`src/rtl/skel_thin_engine.sv`:
```
// Zhang-Suen thinning engine: loads a binary raster and iterates both subiterations
// until an iteration deletes nothing or MAX_ITER is reached, then streams the skeleton out.
module skel_thin_engine #(
    parameter int IMG_W    = 8,
    parameter int IMG_H    = 8,
    parameter int PIX_W    = 8,
    parameter int ADDR_W   = 6,
    parameter int MAX_ITER = 16,
    parameter int IT_W     = 5
) (
    input  logic             clk,
    input  logic             rst_n,
    input  logic             in_valid,
    output logic             in_ready,
    input  logic [PIX_W-1:0] in_data,
    input  logic             start,
    output logic             busy,
    output logic             out_valid,
    input  logic             out_ready,
    output logic [PIX_W-1:0] out_data,
    output logic             done,
    output logic [IT_W-1:0]  iter_count,
    output logic             converged
);

    localparam int NPIX = IMG_W * IMG_H;
    localparam int MEM  = 2 ** ADDR_W;
    localparam int XW   = $clog2(IMG_W);
    localparam int YW   = $clog2(IMG_H);
    localparam logic [ADDR_W-1:0] A_LAST = ADDR_W'(NPIX - 1);
    localparam logic [XW-1:0]     X_LAST = XW'(IMG_W - 1);

    typedef enum logic [2:0] {
        IDLE, LOAD, SCAN1, COMMIT1, SCAN2, COMMIT2, CHECK, UNLOAD
    } state_t;

    state_t             state_q, state_d;
    logic [ADDR_W-1:0]  addr_q, addr_d;
    logic [XW-1:0]      x_q, x_d;
    logic [YW-1:0]      y_q, y_d;
    logic [MEM-1:0]     bitmap_q, bitmap_d;
    logic [MEM-1:0]     mask_q, mask_d;
    logic               loaded_q, loaded_d;
    logic               changed_q, changed_d;
    logic [IT_W-1:0]    iter_q, iter_d;
    logic               conv_q, conv_d;
    logic               done_q, done_d;

    logic [7:0] nb;
    logic [7:0] nb_rot;
    logic [3:0] b_cnt, a_cnt;
    logic       c1, c2, core, del_bit;

    // Neighbours outside the image read as background.
    function automatic logic pix(input logic [MEM-1:0] bm, input int x, input int y);
        if (x < 0 || x >= IMG_W || y < 0 || y >= IMG_H) return 1'b0;
        return bm[ADDR_W'(y * IMG_W + x)];
    endfunction

    always_comb begin
        nb[0]  = pix(bitmap_q, int'(x_q),     int'(y_q) - 1);
        nb[1]  = pix(bitmap_q, int'(x_q) + 1, int'(y_q) - 1);
        nb[2]  = pix(bitmap_q, int'(x_q) + 1, int'(y_q));
        nb[3]  = pix(bitmap_q, int'(x_q) + 1, int'(y_q) + 1);
        nb[4]  = pix(bitmap_q, int'(x_q),     int'(y_q) + 1);
        nb[5]  = pix(bitmap_q, int'(x_q) - 1, int'(y_q) + 1);
        nb[6]  = pix(bitmap_q, int'(x_q) - 1, int'(y_q));
        nb[7]  = pix(bitmap_q, int'(x_q) - 1, int'(y_q) - 1);
        // bit i of nb_rot is the cyclic successor of bit i, so ~nb & nb_rot marks 0->1 steps
        nb_rot  = {nb[0], nb[7:1]};
        b_cnt   = 4'($countones(nb));
        a_cnt   = 4'($countones(~nb & nb_rot));
        c1      = !(nb[0] & nb[2] & nb[4]) && !(nb[2] & nb[4] & nb[6]);
        c2      = !(nb[0] & nb[2] & nb[6]) && !(nb[0] & nb[4] & nb[6]);
        core    = bitmap_q[addr_q] && (b_cnt >= 4'd2) && (b_cnt <= 4'd6) && (a_cnt == 4'd1);
        del_bit = core && ((state_q == SCAN1) ? c1 : c2);
    end

    always_comb begin
        state_d   = state_q;
        addr_d    = addr_q;
        x_d       = x_q;
        y_d       = y_q;
        bitmap_d  = bitmap_q;
        mask_d    = mask_q;
        loaded_d  = loaded_q;
        changed_d = changed_q;
        iter_d    = iter_q;
        conv_d    = conv_q;
        done_d    = 1'b0;
        case (state_q)
            IDLE, LOAD: begin
                if (in_valid && !loaded_q) begin
                    bitmap_d[addr_q] = |in_data;
                    if (addr_q == A_LAST) begin
                        addr_d   = '0;
                        loaded_d = 1'b1;
                        state_d  = IDLE;
                    end else begin
                        addr_d  = addr_q + ADDR_W'(1);
                        state_d = LOAD;
                    end
                end else if (state_q == IDLE && start && loaded_q) begin
                    state_d   = SCAN1;
                    iter_d    = '0;
                    conv_d    = 1'b0;
                    changed_d = 1'b0;
                    addr_d    = '0;
                    x_d       = '0;
                    y_d       = '0;
                end
            end
            SCAN1, SCAN2: begin
                mask_d[addr_q] = del_bit;
                if (addr_q == A_LAST) begin
                    addr_d  = '0;
                    x_d     = '0;
                    y_d     = '0;
                    state_d = (state_q == SCAN1) ? COMMIT1 : COMMIT2;
                end else begin
                    addr_d = addr_q + ADDR_W'(1);
                    if (x_q == X_LAST) begin
                        x_d = '0;
                        y_d = y_q + YW'(1);
                    end else begin
                        x_d = x_q + XW'(1);
                    end
                end
            end
            COMMIT1, COMMIT2: begin
                bitmap_d  = bitmap_q & ~mask_q;
                mask_d    = '0;
                changed_d = changed_q | (|mask_q);
                state_d   = (state_q == COMMIT1) ? SCAN2 : CHECK;
            end
            CHECK: begin
                iter_d = iter_q + IT_W'(1);
                if (!changed_q) begin
                    conv_d  = 1'b1;
                    state_d = UNLOAD;
                end else if (iter_q + IT_W'(1) == IT_W'(MAX_ITER)) begin
                    state_d = UNLOAD;
                end else begin
                    changed_d = 1'b0;
                    state_d   = SCAN1;
                end
            end
            UNLOAD: begin
                if (out_ready) begin
                    if (addr_q == A_LAST) begin
                        addr_d   = '0;
                        loaded_d = 1'b0;
                        done_d   = 1'b1;
                        state_d  = IDLE;
                    end else begin
                        addr_d = addr_q + ADDR_W'(1);
                    end
                end
            end
            default: state_d = IDLE;
        endcase
    end

    always_ff @(posedge clk or negedge rst_n) begin
        if (!rst_n) begin
            state_q   <= IDLE;
            addr_q    <= '0;
            x_q       <= '0;
            y_q       <= '0;
            bitmap_q  <= '0;
            mask_q    <= '0;
            loaded_q  <= 1'b0;
            changed_q <= 1'b0;
            iter_q    <= '0;
            conv_q    <= 1'b0;
            done_q    <= 1'b0;
        end else begin
            state_q   <= state_d;
            addr_q    <= addr_d;
            x_q       <= x_d;
            y_q       <= y_d;
            bitmap_q  <= bitmap_d;
            mask_q    <= mask_d;
            loaded_q  <= loaded_d;
            changed_q <= changed_d;
            iter_q    <= iter_d;
            conv_q    <= conv_d;
            done_q    <= done_d;
        end
    end

    assign in_ready   = (state_q == IDLE || state_q == LOAD) && !loaded_q;
    assign busy       = !(state_q == IDLE || state_q == LOAD);
    assign out_valid  = (state_q == UNLOAD);
    assign out_data   = out_valid ? {PIX_W{bitmap_q[addr_q]}} : '0;
    assign done       = done_q;
    assign iter_count = iter_q;
    assign converged  = conv_q;

endmodule

```
`config.mk`:
```
export PLATFORM = sky130hd
export DESIGN_NAME = skel_thin_engine
export DESIGN_NICKNAME = d
export VERILOG_FILES = /design/src/rtl/skel_thin_engine.sv
export SDC_FILE = /design/constraint.sdc
export NUM_CORES = 1
export LEC_CHECK = 0
export ABC_CLOCK_PERIOD_IN_PS = 11700
export CORE_MARGIN = 2
export CORE_UTILIZATION = 55
export CTS_CLUSTER_DIAMETER = 50
export DETAILED_ROUTE_END_ITERATION = 10
export PLACE_DENSITY = 0.75
export SYNTH_ARGS = -nofsm -noshare
export SYNTH_HDL_FRONTEND = slang
export SYNTH_SLANG_ARGS = --single-unit
```
`constraint.sdc`:
```
create_clock -name clk -period 11.7 [get_ports clk]
set_input_delay 2.34 -clock clk [delete_from_list [all_inputs] [get_ports clk]]
set_output_delay 2.34 -clock clk [all_outputs]
set_load 0.03 [all_outputs]
```
==> impl_results.md <==
* Outcome: finished, final reports clean
* CP arrival at 8520 ps
* Starting density of the core at 55.7%
* Vias/cell at 7.02
* Leak Pwr at 4.90 nW
* Hold Crit Depth at 1
* Post-synthesis sequential area ratio at 32.6%
* Slew @ Worst Pin at 1180 ps
* Post-route ant nets at 0
* CP Capture Type: register
* Vias in the first global route at 10,100
* Clk root buf: clkbuf_16
* Clk pin slew, worst setup/hold paths at 70 ps
* Minimum clock period at 8230 ps
* Setup repair after global routing missed its margin: false
* DR WL/cell at 23.3 um
* # IOs at 31
* Worst setup path category: reg2reg
* Final core utilization at 59.2%
* Resized cells post-CTS at 0
* Global route overflow at 0
* Number of synthesized flops with an enable pin at 0
* R2r worst-path depth at 26
* Mux contribution to synthesized area at 13.2%
* Commonest non-fill, non-tap cell in the layout: nor2_1
* FFs w/ async S/R, synth at 100%
* Setup TNS at 0 ps
* RD Place Congestion at 0.939
* Core Region at 0.0210 mm2
* Max-slew violations at 0
* Gr usage total at 33.3%
* Hold_ws at 503 ps
* Required time of the critical path at 11,990 ps
* Final hold viol count at 0
* CTS Sinks at 152
* Synth cell types at 76
* Hold Buf Count CTS at 0
* Setup WS pre-CTS at 3540 ps
* DR iter-0 viols at 1,444
* Max clock buf depth at 2
* Setup violators final at 0
* DRC Markers at 0
* Register bit total from synthesis at 152
* Power Density at 266 mW/mm2
* Antenna fix cells at 0
* Drt pass-1 iters at 6
* Post-synthesis xor/xnor area fraction at 1.48%
* Routed WL at 36.6 mm
* FMAX at 0.122 GHz
* Clock Latency Late Sink at 450 ps
* H-Tree Depth at 4
* Post-synthesis instance total at 1,342
* Final worst setup slack at 3470 ps
* Worst Skew at 14.5 ps
* Die Wd at 150 um
* Port bufs at 30
* DP HPWL at 23.5 mm
* CTS tree: yes
* Max_slew headroom at 21.4%
* Largest family of logic cells by synthesized area: compound AO/OA/AOI/OAI gates
* Post-Syn Nets at 1,387
* Vias post-DR at 11,000
* Total die area at 0.0224 mm2
* Tcrit/Tclk final at 70.3%
* Worst hold path type: reg2reg
* Die Y-Extent at 150 um
* CP startpoint kind: register
* Syn_area_per_cell at 8.70 um2
* CTS Buf Count at 17
* Post-Syn Area at 0.0117 mm2
* Final nets at 1,323
* Share of cells above drive strength 1 at 9.60%
* Adder-cell area share of the yosys netlist at 4.01%
* # fillers at 1,843
* Most used flip-flop cell after synthesis: dfrtp_1
* Initial antenna violation count at 0
* Max rail drop VDD at 0.212 mV
* Largest net degree at the start of global routing at 97
* Max Cap Viol at 0
* Commonest non-fill, non-tap cells in the layout: nor2_1, dfrtp_1, nand2_1
* Worst-path fanout max at 64
* First-pass GRT wire length at 57.9 mm
* Post-CTS setup buffer count at 0
* Simple-Gate Fraction of Synth Area at 19.4%
* Synth Area in Compound Gates at 22.6%
* Area delta synth->final at 6.16%
* Row cnt at 53
* Count of yosys warnings during synthesis at 0
critical path, cell delays in order, from the launching register on:
cell      delay, ps
dfrtp_2         990
inv_1           520
ha_1            740
buf_4           370
mux4_2          550
mux2i_1         250
nor2_1           70
a21o_1          170
mux2i_1         130
a211oi_1        110
and2_1          220
fa_1            510
inv_1            60
fa_1            500
fa_1            540
inv_1            40
ha_1            200
inv_1            70
fa_1            460
o21ai_0         160
o21ai_0          90
and3_1          200
o21ai_4         120
buf_4           610
nor3_1          110
nand2_1         100
o21ai_0          80
path summary, 6_finish.rpt:
kind	endpoint	from	slack (ps)
max reg2reg	mask_q[60]	x_q[0]	3470
min reg2reg	bitmap_q[61]	mask_q[61]	500
min in group asynchronous	mask_q[53]	rst_n	1970
max	mask_q[60]	x_q[0]	3470
max in group asynchronous	x_q[0]	rst_n	8430
min	bitmap_q[61]	mask_q[61]	500
power by group:
group / switching (mW) / internal, mW / total [mW]
clock network: 0.257 / 0.290 / 0.547
registers: 0.149 / 0.578 / 0.727
logic: 1.33 / 0.694 / 2.03
cell usage after synthesis (all sizes together), types with 11 or more instances:
library cell | count | share of area, %
nor2 | 163 | 5.2
o21ai | 153 | 6.6
dfrtp | 152 | 33
nand2 | 113 | 3.7
nor4 | 83 | 4.4
clkbuf | 74 | 2.4
a22o | 64 | 4.8
a22oi | 62 | 4.0
mux2i | 62 | 5.3
buf | 56 | 3.2
inv | 34 | 1.1
mux4 | 31 | 6.0
nor3 | 24 | 1.1
ha | 23 | 2.5
a21oi | 22 | 0.94
mux2 | 19 | 1.8
nand3b | 12 | 0.77
nand2b | 11 | 0.59
o211ai | 11 | 0.71
o22ai | 11 | 0.59
xnor2 | 11 | 0.89
per-layer routing:
layer  global-route usage, %  share of wire (%)  routed length, um
met1                    47.7                 41              15100
met2                    48.1                 44              16100
met3                    7.35                 10               3780
met4                    15.3                4.3               1590
met5                       0                  0                  0
flip-flops by register name, indices dropped and copies added, names as in the netlist:
signal	flops
addr_q	6
converged	1
mask_q	64
iter_count	5
done	1
bitmap_q	64
loaded_q	1
state_q	3
y_q	3
changed_q	1
x_q	3
cell families (layout without fill, tap and decap cells):
| group | after synthesis | in the layout |
|---|---|---|
| DFF | 152 | 152 |
| muxes | 112 | 112 |
| adders and majority gates | 32 | 32 |
| and+or+nand+nor | 471 | 471 |
| buffers and inverters | 165 | 114 |
| xor gates and xnor gates | 18 | 18 |
| AOI/OAI and AO/OA | 392 | 392 |
through the flow:
stage / power (mW) / instance area, um2 / cells
after detailed placement: 2.71 / 11800 / 1534
after global placement: 2.68 / 11800 / 1534
after CTS: 3.26 / 12400 / 1566
after global routing: 3.52 / 12400 / 1566
after floorplan: 2.26 / 11700 / 1342
final: 3.30 / 12400 / 1566
area by class of cell:
class,count,area (um2),share of cell area (%)
clock buffers,20,457,3.68
repair buffers,47,429,3.46
clock inverters,12,108,0.868
flip-flops and latches,152,3810,30.7
well taps,275,344,2.78
inverters,35,131,1.06
multi-input cells,1025,7120,57.5
Power figures use the tool's default switching activity.
